<file path="src/rtl/serial_addsub_pkg.sv">
// Shared encodings for the bit-serial adder/subtractor: FSM states and operation select.
package addsub_defs;

  typedef enum logic {
    ST_IDLE = 1'b0,
    ST_RUN  = 1'b1
  } state_e;

  localparam logic OP_ADD = 1'b0;
  localparam logic OP_SUB = 1'b1;

endpackage

</file>
<file path="src/rtl/serial_addsub_fa_cell.sv">
// Combinational 1-bit full adder; the only arithmetic element of the serial engine.
module fa_cell (
  input  logic a_i,
  input  logic b_i,
  input  logic cin_i,
  output logic s_o,
  output logic co_o
);

  assign s_o  = a_i ^ b_i ^ cin_i;
  assign co_o = (a_i & b_i) | (a_i & cin_i) | (b_i & cin_i);

endmodule

</file>
<file path="src/rtl/serial_addsub.sv">
// Bit-serial WIDTH-bit adder/subtractor, LSB first, one bit per clock, start/done handshake.
// Optional two's-complement overflow output enabled by defining SERIAL_ADDSUB_OVF_EN.
module serial_addsub
  import addsub_defs::*;
#(
  parameter int WIDTH = 8
) (
  input  logic             clk,
  input  logic             rst,
  input  logic             start,
  input  logic             sub,
  input  logic [WIDTH-1:0] a,
  input  logic [WIDTH-1:0] b,
  output logic [WIDTH-1:0] result,
  output logic             cout,
  output logic             busy,
  output logic             done
`ifdef SERIAL_ADDSUB_OVF_EN
  ,
  output logic             ovf
`endif
);

  localparam int               CNT_W    = $clog2(WIDTH);
  localparam logic [CNT_W-1:0] CNT_LAST = CNT_W'(WIDTH - 1);

  state_e           state_q, state_d;
  logic [WIDTH-1:0] opa_q, opa_d;
  logic [WIDTH-1:0] opb_q, opb_d;
  logic [WIDTH-1:0] res_q, res_d;
  logic [CNT_W-1:0] cnt_q, cnt_d;
  logic             carry_q, carry_d;
  logic             cout_q, cout_d;
  logic             done_q, done_d;
`ifdef SERIAL_ADDSUB_OVF_EN
  logic             ovf_q, ovf_d;
`endif

  logic fa_s;
  logic fa_co;

  fa_cell u_fa (
    .a_i  (opa_q[0]),
    .b_i  (opb_q[0]),
    .cin_i(carry_q),
    .s_o  (fa_s),
    .co_o (fa_co)
  );

  always_comb begin
    state_d = state_q;
    opa_d   = opa_q;
    opb_d   = opb_q;
    res_d   = res_q;
    cnt_d   = cnt_q;
    carry_d = carry_q;
    cout_d  = cout_q;
    done_d  = 1'b0;
`ifdef SERIAL_ADDSUB_OVF_EN
    ovf_d   = ovf_q;
`endif
    case (state_q)
      ST_IDLE: begin
        if (start) begin
          // Subtraction as a + ~b + 1: invert B and seed the carry with 1.
          opa_d   = a;
          opb_d   = (sub == OP_SUB) ? ~b : b;
          carry_d = sub;
          cnt_d   = '0;
          state_d = ST_RUN;
        end
      end
      ST_RUN: begin
        res_d   = {fa_s, res_q[WIDTH-1:1]};
        opa_d   = opa_q >> 1;
        opb_d   = opb_q >> 1;
        carry_d = fa_co;
        cnt_d   = cnt_q + CNT_W'(1);
        if (cnt_q == CNT_LAST) begin
          state_d = ST_IDLE;
          done_d  = 1'b1;
          cout_d  = fa_co;
`ifdef SERIAL_ADDSUB_OVF_EN
          // On the MSB cycle carry_q is the carry into the MSB.
          ovf_d   = carry_q ^ fa_co;
`endif
        end
      end
      default: state_d = ST_IDLE;
    endcase
  end

  always_ff @(posedge clk) begin
    if (rst) begin
      state_q <= ST_IDLE;
      res_q   <= '0;
      cnt_q   <= '0;
      carry_q <= 1'b0;
      cout_q  <= 1'b0;
      done_q  <= 1'b0;
`ifdef SERIAL_ADDSUB_OVF_EN
      ovf_q   <= 1'b0;
`endif
    end else begin
      state_q <= state_d;
      res_q   <= res_d;
      cnt_q   <= cnt_d;
      carry_q <= carry_d;
      cout_q  <= cout_d;
      done_q  <= done_d;
`ifdef SERIAL_ADDSUB_OVF_EN
      ovf_q   <= ovf_d;
`endif
    end
  end

  // Operand shift registers carry data only; their content is don't-care until captured.
  always_ff @(posedge clk) begin
    opa_q <= opa_d;
    opb_q <= opb_d;
  end

  assign result = res_q;
  assign cout   = cout_q;
  assign busy   = (state_q == ST_RUN);
  assign done   = done_q;
`ifdef SERIAL_ADDSUB_OVF_EN
  assign ovf    = ovf_q;
`endif

endmodule

</file>
<file path="config.mk">
export PLATFORM = sky130hd
export DESIGN_NAME = serial_addsub
export DESIGN_NICKNAME = d
export VERILOG_FILES = /design/src/rtl/serial_addsub_pkg.sv /design/src/rtl/serial_addsub_fa_cell.sv /design/src/rtl/serial_addsub.sv
export SDC_FILE = /design/constraint.sdc
export NUM_CORES = 1
export LEC_CHECK = 0
export CAP_MARGIN = 10
export CORE_ASPECT_RATIO = 1.1
export CORE_UTILIZATION = 48
export DETAILED_ROUTE_END_ITERATION = 6
export PLACE_DENSITY = 0.83
export SLEW_MARGIN = 20
export SYNTH_ARGS = -nofsm -noshare
export SYNTH_HDL_FRONTEND = slang
export SYNTH_SLANG_ARGS = --single-unit
export TNS_END_PERCENT = 5
</file>
<file path="constraint.sdc">
create_clock -name clk -period 1.6 [get_ports clk]
set_clock_uncertainty 0.2 [all_clocks]
set_input_delay 0.32 -clock clk [delete_from_list [all_inputs] [get_ports clk]]
set_output_delay 0.32 -clock clk [all_outputs]
set_load 0.05 [all_outputs]
</file>
* Word level (Yosys, flattened, before mapping) *
Index checks and enable logic that the tools add are counted.

storage, ports and cells
  register bits after elaboration = 31
  output and inout bits = 11
  logic and storage cells = 35

cells by class
  $add $sub $neg = 1
  equality and inequality tests = 2
  multiplexer cells = 13
  bitwise logic cells = 9
  reductions and logical operators = 2

operators with widths
  kind                                                           number
  8-bit case mux with 2 select lines                             2
  8-bit two-way mux                                              3
  8-bit inverter                                                 1
  3-bit case mux with 2 select lines                             1
  1-bit two-way mux                                              4
  1-bit case mux with 2 select lines                             2
  3-bit by 1-bit adder with 3-bit output, second input constant  1
  1-bit AND                                                      3
  3-bit == test, second input constant                           1
  3-bit two-way mux                                              1
  2-bit != test, second input constant                           1
  1-bit OR                                                       2
  2-bit AND reduction                                            1
  2-bit OR reduction                                             1
  1-bit XOR                                                      2
  1-bit inverter                                                 1

* Depth between registers and ports, before layout *
  depth in word-level cells = 4
  mapped depth = 5
  mapped depth without buffers = 4

* Modules after synthesis *
A second synthesis with hierarchy kept.

unflattened totals
  cell total of the unflattened synthesis = 109
  area total of the unflattened synthesis = 1348.8 um2

modules (own cells, without submodules)
  module         times used  cells an instance  area an instance (um2)  sequential area each (um2)
  serial_addsub  1           108                1328.8                  780.7
  fa_cell        1           1                  20.0                    0.0

* Worst setup path before layout *
OpenSTA, ideal clock, no wires.

  path kind = flip-flop to flip-flop
  from = reg state_q, in the netlist busy
  to = reg opa_q[0], data pin
  arrival time = 1249 ps
  path slack = -109 ps
  cell stages (with the launch flop) = 4
  buffers on the path = 2
  clock period less this slack = 1709 ps
  cells stage by stage = dfxtp_1 -> buf_6 -> buf_6 -> mux2_2

between the ends
  longest elaborated chain between the ends = 2

ends and longest elaborated chain
  element                                 RTL line              text
  start, declared                         serial_addsub.sv:27   state_e state_q, state_d;
  start signal, assigned                  serial_addsub.sv:105  state_q <= state_d;
  1-bit inverter                          -
  8-bit case mux with 2 select lines (*)  serial_addsub.sv:62   case (state_q)
  net opa_d[0]                            serial_addsub.sv:28   logic [WIDTH-1:0] opa_q, opa_d;
  end signal, assigned                    serial_addsub.sv:119  opa_q <= opa_d;
  end, declared                           serial_addsub.sv:28

The timed path passes the listed nets; every way through them passes the cells marked *.
A chain may end at the register's enable or synchronous reset.

* Final worst setup path *
  from = reg state_q, in the netlist busy
  to = out busy

RTL lines
  element        RTL line             text
  end, declared  serial_addsub.sv:16  output logic busy,

No word-level cell between the ends.

==> results.md <==
- Final Cell Area: 1940 um2
- Cell Count, Final, Fillers Out: 176
- Placement Setup Slack: -162 ps
- Synthesized net count: 131
- Crit path largest cell delay: 400 ps
- Critical Path, Cell by Cell: buf_12, buf_12
- GR Util All Layers: 18.1%
- Gr ovfl total: 0
- CTS Sinks: 31
- Top Ports: 31
- Post-placement cell area: 1790 um2
- Port buffer count: 30
- P&R area growth vs syn: 44.2%
- DRC: 0
- Required time of the critical path: 1080 ps
- Starting Density: 52.3%
- Highest Signal Layer: met4
- Finish-stage setup viols: 0
- CTS Buf Count: 5
- Fin Hold WS: 355 ps
- VDD IR max: 671 uV
- Die height: 57.5 um
- N_diodes: 0
- Antenna Nets Post-Route: 0
- GPL Wtd Cong: 0.697
- Yosys synthesis warning count: 0
- Least-Margin Pin Slew: 387 ps
- Cts-stage hold buffer count: 0
- Metal3 WL: 159 um
- Synthesized area: 1340 um2
- Bufs and invs on worst path: 2
- Routed vias/inst: 5.11
- Dpl hpwl: 1520 um
- P_int: 1.37 mW
- Die width: 52.4 um
- Fillers: 172
- Net Sw Frac: 23.2%
- Peak Freq: 655 MHz
- Met2 WL: 1210 um
- Slew Limit Fails: 0
- Setup bufs post-CTS: 0
- CP most frequent cell: buf_12
- Final TNS setup: 0 ps
- HP Class: flop to flop
- Max_cap viols: 0
- Mapped Cells: 108
- Largest net degree at the start of global routing: 23
- Drt first-iter violations: 23
- Layout Nets: 167
- Via Count: 899
- Vias in the first global route: 864
- PwrDens: 925 nW/um2
- Clock network power share: 32.2%
- Worst setup EP type: output port
- Slew headroom: 74.2%
- CP Class: flop to output port
- Final WL: 2410 um
- CP max FO: 11
- H-tree depth: 2
- Clk buf depth: 2
- M1 WL: 986 um
- Post-synth EDFFs: 16
- RSZ-0062 raised after global routing: false
- CTS clk-pin slew, worst paths: 100 ps
- Largest delay contributor family on the critical path: flip-flops
- Final Core Density: 75.4%
- Tcrit/Tclk final: 95.5%
- Core Area: 2570 um2
- CTS tree: done
- First-pass GRT wire length: 3750 um
- Initial antenna violation count: 0
- Post-synthesis sequential area ratio: 58.2%
- Top_reg_cell synth: edfxtp_1
- Clock root buffer master: clkbuf_4
- Pwr Total: 1.79 mW
- Combinational Power Share: 15.5%
- Multi-input gate area in the final layout: 504 um2
- Register area: 785 um2
- PnR worst setup slack: 72.2 ps
- Final Hold Vio Count: 0
- Switching pwr: 416 uW
- Avg Inst Size Synth: 12.4 um2
- FF+latch count, synth: 31
- Clk_lat worst skew: 330 ps
- Outcome: finished clean
- Cell Rows: 19
- LEAKAGE: 0.739 nW
- Post-synth cell types: 23
- Flop pwr share: 52.3%
- Post-route minimum period: 1530 ps
- Wire per inst: 13.7 um
- Critical path arrival: 1010 ps
- Worst setup SP type: flop
- FFs w/ async S/R, synth: 0%
- CP max-delay cell: dfxtp_4
- Drt first pass iters: 4
- Dpl cells: 166
- Share of cells above drive strength 1: 26.2%
- Die Area: 3010 um2
==> metal layers <==
| metal | GRT usage, % | vias up |
|---|---|---|
| li1 | - | 446 |
| met1 | 18.7 | 415 |
| met2 | 30.7 | 32 |
| met3 | 8.27 | 6 |
| met4 | 7.89 | 0 |
| met5 | 0 | - |
==> synthesized netlist by cell type, drive strengths merged, types with 2 or more instances <==
cell type,number,area share (%)
edfxtp,16,36
dfxtp,15,22
nand2,10,2.8
nor2,10,2.8
mux2i,9,6.7
xnor2,8,5.2
buf,7,4.0
mux2,7,5.9
o21ai,7,2.6
a21oi,4,2.1
or3b,3,2.0
ha,2,1.9
nor2b,2,0.93
==> area by class of cell <==
type                       count  share of cell area (%)
timing repair buffer          36                    27.0
inverter                       1                   0.194
multi-input combinational     69                    26.1
clock inverter                 1                   0.259
tap                           31                    2.00
sequential                    31                    40.5
clock buffer                   7                    3.94
==> kinds of logic (layout without fill, tap and decap cells) <==
logic type / Yosys count / in the layout / synth area share [%]
flops: 31 / 31 / 58.2
simple gates: 29 / 29 / 10.4
mux: 16 / 16 / 12.6
compound gates: 13 / 13 / 5.96
xor+xnor: 8 / 8 / 5.22
buf+inv: 8 / 45 / 4.29
fa+ha+maj: 3 / 3 / 3.35
==> registers in the layout, indices dropped and copies added (netlist names) <==
signal and flops:
opb_q 8, carry_q 1, busy 1, cout 1, result 8, cnt_q 3, done 1, opa_q 8
==> layout by cell type (no fill, tap or decap), drive strengths merged, types with 2 or more instances in the layout <==
master         Yosys  layout
clkdlybuf4s50      0      19
clkbuf             0       8
buf                7      15
edfxtp            16      16
dfxtp             15      15
xnor2              8       8
mux2i              9       9
nor2b              2       2
ha                 2       2
a21oi              4       4
nand2             10      10
nor2              10      10
or3b               3       3
o21ai              7       7
mux2               7       7
==> power by group through the flow <==
stage	clock network (mW)	logic, mW	registers, mW
2_1_floorplan	0	0.127	0.965
3_3_place_gp	0	0.243	0.948
3_5_place_dp	0	0.255	0.953
4_1_cts	0.592	0.269	0.935
5_1_grt	0.633	0.301	0.942
6_report	0.577	0.278	0.936
==> worst reg2reg max path: stages (launching register included) <==
cell	delay [ps]
dfxtp_4	380
bufbuf_16	290
or3b_1	410
a21oi_2	140
==> path summary, 6_finish.rpt <==
kind / start / to / slack (ps) / cells after the start
worst min-delay path: opb_q[2] / opb_q[1] / 350 / 2
worst min register to register: opb_q[2] / opb_q[1] / 350 / 2
worst max register to register: busy / cnt_q[1] / 120 / 3
worst max-delay path: busy / busy / 70 / 2
==> timing repair <==
item | in CTS | in global routing
resized for setup | 0 | 1
endpoints found under the setup margin | 1 | 1
cloned | 1 | 1
No activity file was read; power rests on OpenSTA's default activity.
